`config.mk`:
```
export PLATFORM = sky130hd
export DESIGN_NAME = game_controller
export DESIGN_NICKNAME = d
export VERILOG_FILES = /design/src/rtl/game_controller.sv
export SDC_FILE = /design/constraint.sdc
export NUM_CORES = 1
export LEC_CHECK = 0
export ABC_AREA = 1
export BUFFER_PORTS_ARGS = -buffer_cell sky130_fd_sc_hd__buf_2
export CAP_MARGIN = 30
export CELL_PAD_IN_SITES_DETAIL_PLACEMENT = 0
export CELL_PAD_IN_SITES_GLOBAL_PLACEMENT = 2
export CORE_ASPECT_RATIO = 1.2
export CORE_MARGIN = 5
export CORE_UTILIZATION = 29
export CTS_BUF_LIST = sky130_fd_sc_hd__clkbuf_4 sky130_fd_sc_hd__clkbuf_8 sky130_fd_sc_hd__clkbuf_16
export DETAILED_ROUTE_END_ITERATION = 8
export PLACE_DENSITY = 0.75
export SYNTH_ARGS = -nofsm -noshare
export SYNTH_HDL_FRONTEND = slang
export SYNTH_SLANG_ARGS = --single-unit
export TNS_END_PERCENT = 5
```
`constraint.sdc`:
```
create_clock -name CLOCK_50 -period 1.35 [get_ports CLOCK_50]
set_input_delay 0.0675 -clock CLOCK_50 [delete_from_list [all_inputs] [get_ports CLOCK_50]]
set_output_delay 0.0675 -clock CLOCK_50 [all_outputs]
set_load 0.05 [all_outputs]
```
`src/rtl/game_controller.sv`:
```
// Game sequencing FSM: turns frame pulses into entity ticks and tracks lives,
// BCD score and level across the IDLE / JOGANDO / PAUSA / RESPAWN / FIM states.
module game_controller #(
    parameter int VIDAS_INICIAIS = 3,
    parameter int TICK_DIV       = 1,
    parameter int RESPAWN_FRAMES = 60,
    parameter int FIM_FRAMES     = 120,
    parameter int MAX_NIVEL      = 15
) (
    input  logic        CLOCK_50,
    input  logic        reset,
    input  logic        frame_start,
    input  logic        start_btn,
    input  logic        pausa,
    input  logic        hit_player,
    input  logic        hit_enemy,
    input  logic        enemies_dead,
    output logic [2:0]  estado,
    output logic        tick_update,
    output logic        clear_entities,
    output logic [1:0]  vidas,
    output logic [15:0] pontos,
    output logic [3:0]  nivel,
    output logic        perdeu
);

    typedef enum logic [2:0] {
        IDLE    = 3'd0,
        JOGANDO = 3'd1,
        PAUSA   = 3'd2,
        RESPAWN = 3'd3,
        FIM     = 3'd4
    } state_t;

    localparam logic [1:0] VIDAS_INIT = 2'(VIDAS_INICIAIS);
    localparam logic [3:0] DIV_LAST   = 4'(TICK_DIV - 1);
    localparam logic [7:0] RESP_LAST  = 8'(RESPAWN_FRAMES - 1);
    localparam logic [7:0] FIM_SAT    = 8'(FIM_FRAMES);
    localparam logic [3:0] NIVEL_MAX  = 4'(MAX_NIVEL);

    state_t      state_q, state_d;
    logic [3:0]  frame_cnt_q, frame_cnt_d;
    logic [7:0]  resp_cnt_q, resp_cnt_d;
    logic [7:0]  fim_cnt_q, fim_cnt_d;
    logic [1:0]  ed_block_q, ed_block_d;
    logic        clear_req_q, clear_req_d;
    logic        tick_d, clear_d, perdeu_d, do_start;
    logic [1:0]  vidas_d;
    logic [15:0] pontos_d;
    logic [3:0]  nivel_d;

    // Decimal increment with per-digit carry; 9999 is the ceiling.
    function automatic logic [15:0] bcd_inc(input logic [15:0] v);
        logic [15:0] r;
        logic        carry;
        r     = v;
        carry = 1'b1;
        if (v != 16'h9999) begin
            for (int i = 0; i < 4; i++) begin
                if (carry) begin
                    if (r[4*i +: 4] == 4'd9) begin
                        r[4*i +: 4] = 4'd0;
                    end else begin
                        r[4*i +: 4] = r[4*i +: 4] + 4'd1;
                        carry       = 1'b0;
                    end
                end
            end
        end
        return r;
    endfunction

    always_ff @(posedge CLOCK_50) begin
        if (reset) begin
            state_q        <= IDLE;
            frame_cnt_q    <= 4'd0;
            resp_cnt_q     <= 8'd0;
            fim_cnt_q      <= 8'd0;
            ed_block_q     <= 2'd0;
            clear_req_q    <= 1'b0;
            tick_update    <= 1'b0;
            clear_entities <= 1'b0;
            vidas          <= VIDAS_INIT;
            pontos         <= 16'h0000;
            nivel          <= 4'd0;
            perdeu         <= 1'b0;
        end else begin
            state_q        <= state_d;
            frame_cnt_q    <= frame_cnt_d;
            resp_cnt_q     <= resp_cnt_d;
            fim_cnt_q      <= fim_cnt_d;
            ed_block_q     <= ed_block_d;
            clear_req_q    <= clear_req_d;
            tick_update    <= tick_d;
            clear_entities <= clear_d;
            vidas          <= vidas_d;
            pontos         <= pontos_d;
            nivel          <= nivel_d;
            perdeu         <= perdeu_d;
        end
    end

    always_comb begin
        state_d     = state_q;
        frame_cnt_d = frame_cnt_q;
        resp_cnt_d  = resp_cnt_q;
        fim_cnt_d   = fim_cnt_q;
        ed_block_d  = (ed_block_q != 2'd0) ? ed_block_q - 2'd1 : 2'd0;
        clear_req_d = 1'b0;
        tick_d      = 1'b0;
        vidas_d     = vidas;
        pontos_d    = pontos;
        nivel_d     = nivel;
        do_start    = 1'b0;

        case (state_q)
            IDLE: begin
                if (start_btn) do_start = 1'b1;
            end
            JOGANDO: begin
                if (hit_enemy) pontos_d = bcd_inc(pontos);
                // Losing a life pre-empts level advance, pause and ticking this cycle.
                if (hit_player) begin
                    if (vidas <= 2'd1) begin
                        vidas_d   = 2'd0;
                        state_d   = FIM;
                        fim_cnt_d = 8'd0;
                    end else begin
                        vidas_d    = vidas - 2'd1;
                        state_d    = RESPAWN;
                        resp_cnt_d = 8'd0;
                    end
                end else begin
                    if (enemies_dead && ed_block_q == 2'd0) begin
                        nivel_d     = (nivel == NIVEL_MAX) ? nivel : nivel + 4'd1;
                        clear_req_d = 1'b1;
                        ed_block_d  = 2'd2;
                    end
                    if (pausa) begin
                        state_d = PAUSA;
                    end else if (frame_start) begin
                        if (frame_cnt_q == DIV_LAST) begin
                            tick_d      = 1'b1;
                            frame_cnt_d = 4'd0;
                        end else begin
                            frame_cnt_d = frame_cnt_q + 4'd1;
                        end
                    end
                end
            end
            PAUSA: begin
                if (!pausa) state_d = JOGANDO;
            end
            RESPAWN: begin
                if (frame_start) begin
                    if (resp_cnt_q >= RESP_LAST) begin
                        state_d     = JOGANDO;
                        clear_req_d = 1'b1;
                        resp_cnt_d  = 8'd0;
                    end else begin
                        resp_cnt_d = resp_cnt_q + 8'd1;
                    end
                end
            end
            FIM: begin
                if (frame_start && fim_cnt_q < FIM_SAT) fim_cnt_d = fim_cnt_q + 8'd1;
                if (start_btn && fim_cnt_q >= FIM_SAT) do_start = 1'b1;
            end
            default: state_d = IDLE;
        endcase

        if (do_start) begin
            state_d     = JOGANDO;
            vidas_d     = VIDAS_INIT;
            pontos_d    = 16'h0000;
            nivel_d     = 4'd0;
            frame_cnt_d = 4'd0;
            resp_cnt_d  = 8'd0;
            fim_cnt_d   = 8'd0;
            ed_block_d  = 2'd0;
            clear_req_d = 1'b1;
        end

        // Reload requests are delayed one register so entities see them after the state change.
        clear_d  = clear_req_q;
        perdeu_d = (state_d == FIM);
    end

    assign estado = state_q;

endmodule

```
==> results summary <==
The number of hold violations in the final report is 0. 36 I/O pins were placed. The per-cell via count in the routed design came out at 4.457.

The checks that failed: negative setup slack. The area added between synthesis and finish came out at 42.50%. The region available for standard cell placement spans 9467 sq um. The combinational group share of total power is 0.123. The tool flagged a number of max-cap violations equal to 0. The global-route usage over all layers came out at 0.1268. Of the synthesized area, sequential elements account for 0.3677. The library cell used most frequently in the layout, excluding fill and tap cells, is sky130_fd_sc_hd__nand2_1.

The worst setup path is captured at a register. The clock slew seen by the registers of the worst setup and hold paths is 70 ps. The initial antenna violation count was 0.

Once layout is complete, the utilization of the core stands at 0.4179. The largest stage delay on the critical path is between 300 and 400 ps. The die outline area is 11640 sq um. The portion of total power attributed to the clock network is 0.431. The die boundary width came out at 99.32 microns. The detail route stage leaves a number of antenna-violating nets equal to 0. The number of DRC markers in iteration 0 is 59.

The internal power summed over all cells is 2.521 mW. Counting every sink on the clock net gives 51. The area of the mapped netlist is between 2000 and 3000 sq um.

The setup slack after layout is -28.54 ps. The final design area excluding fillers is between 3000 and 4000 sq um. The type of the setup path with the least slack is reg -> reg.

The max-slew violation count came out at 0. The net count after synthesis came out at just under 400. The switching share of total power came out at 0.2511. The weighted congestion at the end of routability-driven global placement is around 0.74. The net count reported at finish came out at 492. The worst setup path is launched from a register. The final count of negative-setup-slack endpoints came out at 6. The fraction of synthesized cell area taken by the top area cell type is 0.3677. Fill cells in the final layout number just under 1000. The number of buffers inserted by hold repair at cts came out at 0.

The switching power total is between 800 and 900 uW. The detailed placer's ending HPWL is 5299 microns. Synthesis inferred 51 register bits. TritonCTS built the clock tree.

The total inserted antenna cells is 0. For this design, the slowest cell found on the critical path is sky130_fd_sc_hd__dfxtp_4. Clock latency on the worst-skew pair, taken at its later pin, is 290 ps. The post-detailed-route DRC marker count came out at 0.

Counting both buffers and inverters, the worst setup path holds a total of 2. The detailed-routing iteration count for the pre-antenna-repair pass is 4. The initial core utilization is 0.2933.

The fmax is 0.7254 GHz. For the pin with the worst max-slew slack, the measured transition is 313.5 ps. The total wirelength of the detailed-routed design came out at 7047 microns. The clock root buffer is sky130_fd_sc_hd__clkbuf_16.

The final clock period utilization by the worst path is 1.021. The maximum vdd drop came out at 0.5053 mV. The shortest clock period the worst path allows after layout came out at 1379 ps. The share of post-route cells with drive strength above 1 is 0.4342. Headroom to the max-slew limit came out at 0.7903. Among cell families on the critical path, the largest total delay comes from simple AND/OR/NAND/NOR gates. Input and output buffers added on the ports amount to 35. CTS built an H-tree with a depth of 2.

The first global-routing pass estimated 11840 microns of wire. Clock skew on the completed layout was measured at between 8 and 9 ps. In this run, CTS created clock tree buffers numbering 5. Walking the worst path, the cells encountered are inv_2 > nand3_4 > buf_6 > nor3_4 > nand2_2 > nand2_1 > a21oi_2. The number of buffers on the longest clock path came out at 2. The count of yosys warnings during synthesis is 0. The number of global-route vias before repair came to 2548.

The synthesized design spends more area on one cell type than any other, namely sky130_fd_sc_hd__dfxtp_1. The routed via count is 2683. The routed length per instance came out at 11.71 microns. The per-instance average area after synthesis is ~7.3 sq um.

Dividing total power by cell area gives a power density of 850.8 nW/um^2. The floorplan has 39 rows. Setup repair after global routing could not meet its margin everywhere. The share of total power dissipated in sequential elements is 0.446.

The post-detailed-placement cell area came out at 3496 sq um. The leakage power summed over all cells is 1.631 nW. For the worst setup path, the data arrival time is 1560 ps. The vertical extent of the die is 117.2 microns.

The cell count after synthesis is 382. The netlist uses 33 different library cells. The run finished, with violations left. Summed over all layers, the global routing overflow is 0. The min-delay analysis places its worst path in the category in -> reg. The data required time of the critical path is 1530 ps. After synthesis, the cell types taking the most area are sky130_fd_sc_hd__dfxtp_1 (37%), sky130_fd_sc_hd__nand2_1 (11%), sky130_fd_sc_hd__a21oi_1 (6.7%). The library cells used most frequently in the layout, excluding fill and tap cells, are sky130_fd_sc_hd__nand2_1 (71), sky130_fd_sc_hd__buf_4 (53), sky130_fd_sc_hd__inv_1 (38), sky130_fd_sc_hd__buf_2 (35), sky130_fd_sc_hd__nor2_1 (33). The pin count of the biggest net entering global routing came out at 25.

The largest driver fanout on the critical path is 5.
per-stage QoR:
step	power (mW)	instances	TNS (ps)	hold slack (ps)	worst slack, ps
final	3.366	602	-108.6	29.30	-28.54
after global routing	3.541	602	-1713	33.74	-123.3
after CTS	3.407	592	-243.3	31.17	-60.14
after detailed placement	1.913	580	-1266	344.6	-124.4
after global placement	1.915	580	-1194	340.4	-96.77
after floorplan	1.769	382	-567.6	127.2	-65.39
metal layers:
metal  share of wire  GRT usage
met1            0.43     0.1471
met4          0.0091    0.04098
met5               0          0
met3           0.031    0.02549
met2            0.52     0.2339
layout make-up:
type,count,area (sq um),share of cell area
clock inverters,3,43.79,0.01107
inverters,52,206.4,0.05218
multi-input cells,273,1667,0.4213
clock buffers,5,125.1,0.03163
flip-flops and latches,51,1091,0.2758
repair buffers,95,669.4,0.1692
well taps,123,153.9,0.03890
synth_stat cells, drive strengths merged:
| cell | instances |
|---|---|
| xnor2 | 3 |
| a21oi | 40 |
| nand4 | 4 |
| nand2 | 95 |
| nor3 | 9 |
| clkinv | 1 |
| nor3b | 3 |
| nand3 | 41 |
| xor2 | 12 |
| nor2 | 46 |
| o21ai | 10 |
| buf | 6 |
| a31oi | 2 |
| inv | 51 |
| dfxtp | 51 |
| nand3b | 1 |
| a22oi | 1 |
| ha | 6 |
power by group through the flow:
stage / sequential (mW) / combinational (mW) / clock, mW
floorplan: 1.58 / 0.187 / 0
global placement: 1.54 / 0.380 / 0
detailed placement: 1.54 / 0.378 / 0
CTS: 1.50 / 0.388 / 1.52
global route: 1.50 / 0.454 / 1.58
finish: 1.50 / 0.413 / 1.45
path summary, 6_finish.rpt:
kind / start / endpoint / slack [ps] / cells after the start
setup / recovery: estado[2]$_SDFF_PP0_ / pontos[15]$_SDFFE_PP0P_ / -30 / 7
setup reg to reg: estado[2]$_SDFF_PP0_ / pontos[15]$_SDFFE_PP0P_ / -30 / 7
hold / removal: reset / estado[1]$_SDFF_PP0_ / 30 / 2
hold reg to reg: clear_d$_SDFF_PP0_ / clear_entities$_SDFF_PP0_ / 410 / 2
sequential cells by signal, summed over array words and instances, names as in the netlist:
register	cells
estado	3
tick_update	1
clear_entities	1
pontos	16
clear_d	1
nivel	4
perdeu	1
vidas	2
frame_cnt_q	4
ed_block_q	2
resp_cnt_q	8
fim_cnt_q	8
cells by family (layout without fill, tap and decap cells):
| kind of cell | after synthesis | after routing | synth area share |
|---|---|---|---|
| XOR/XNOR | 15 | 15 | 0.04732 |
| adder cells (fa/ha/maj) | 6 | 6 | 0.02704 |
| AND/OR/NAND/NOR | 199 | 199 | 0.3673 |
| buffers and inverters | 58 | 155 | 0.08923 |
| AO/OA/AOI/OAI | 53 | 53 | 0.1014 |
| flip-flops | 51 | 51 | 0.3677 |
repair_timing:
| item | in CTS | in global routing |
|---|---|---|
| gates cloned | 0 | 0 |
| gates resized for setup | 17 | 41 |
| setup endpoints to repair | 25 | 44 |
| pin swaps | 8 | 18 |
| setup buffers | 4 | 10 |
No activity file was read; power rests on OpenSTA's default activity.
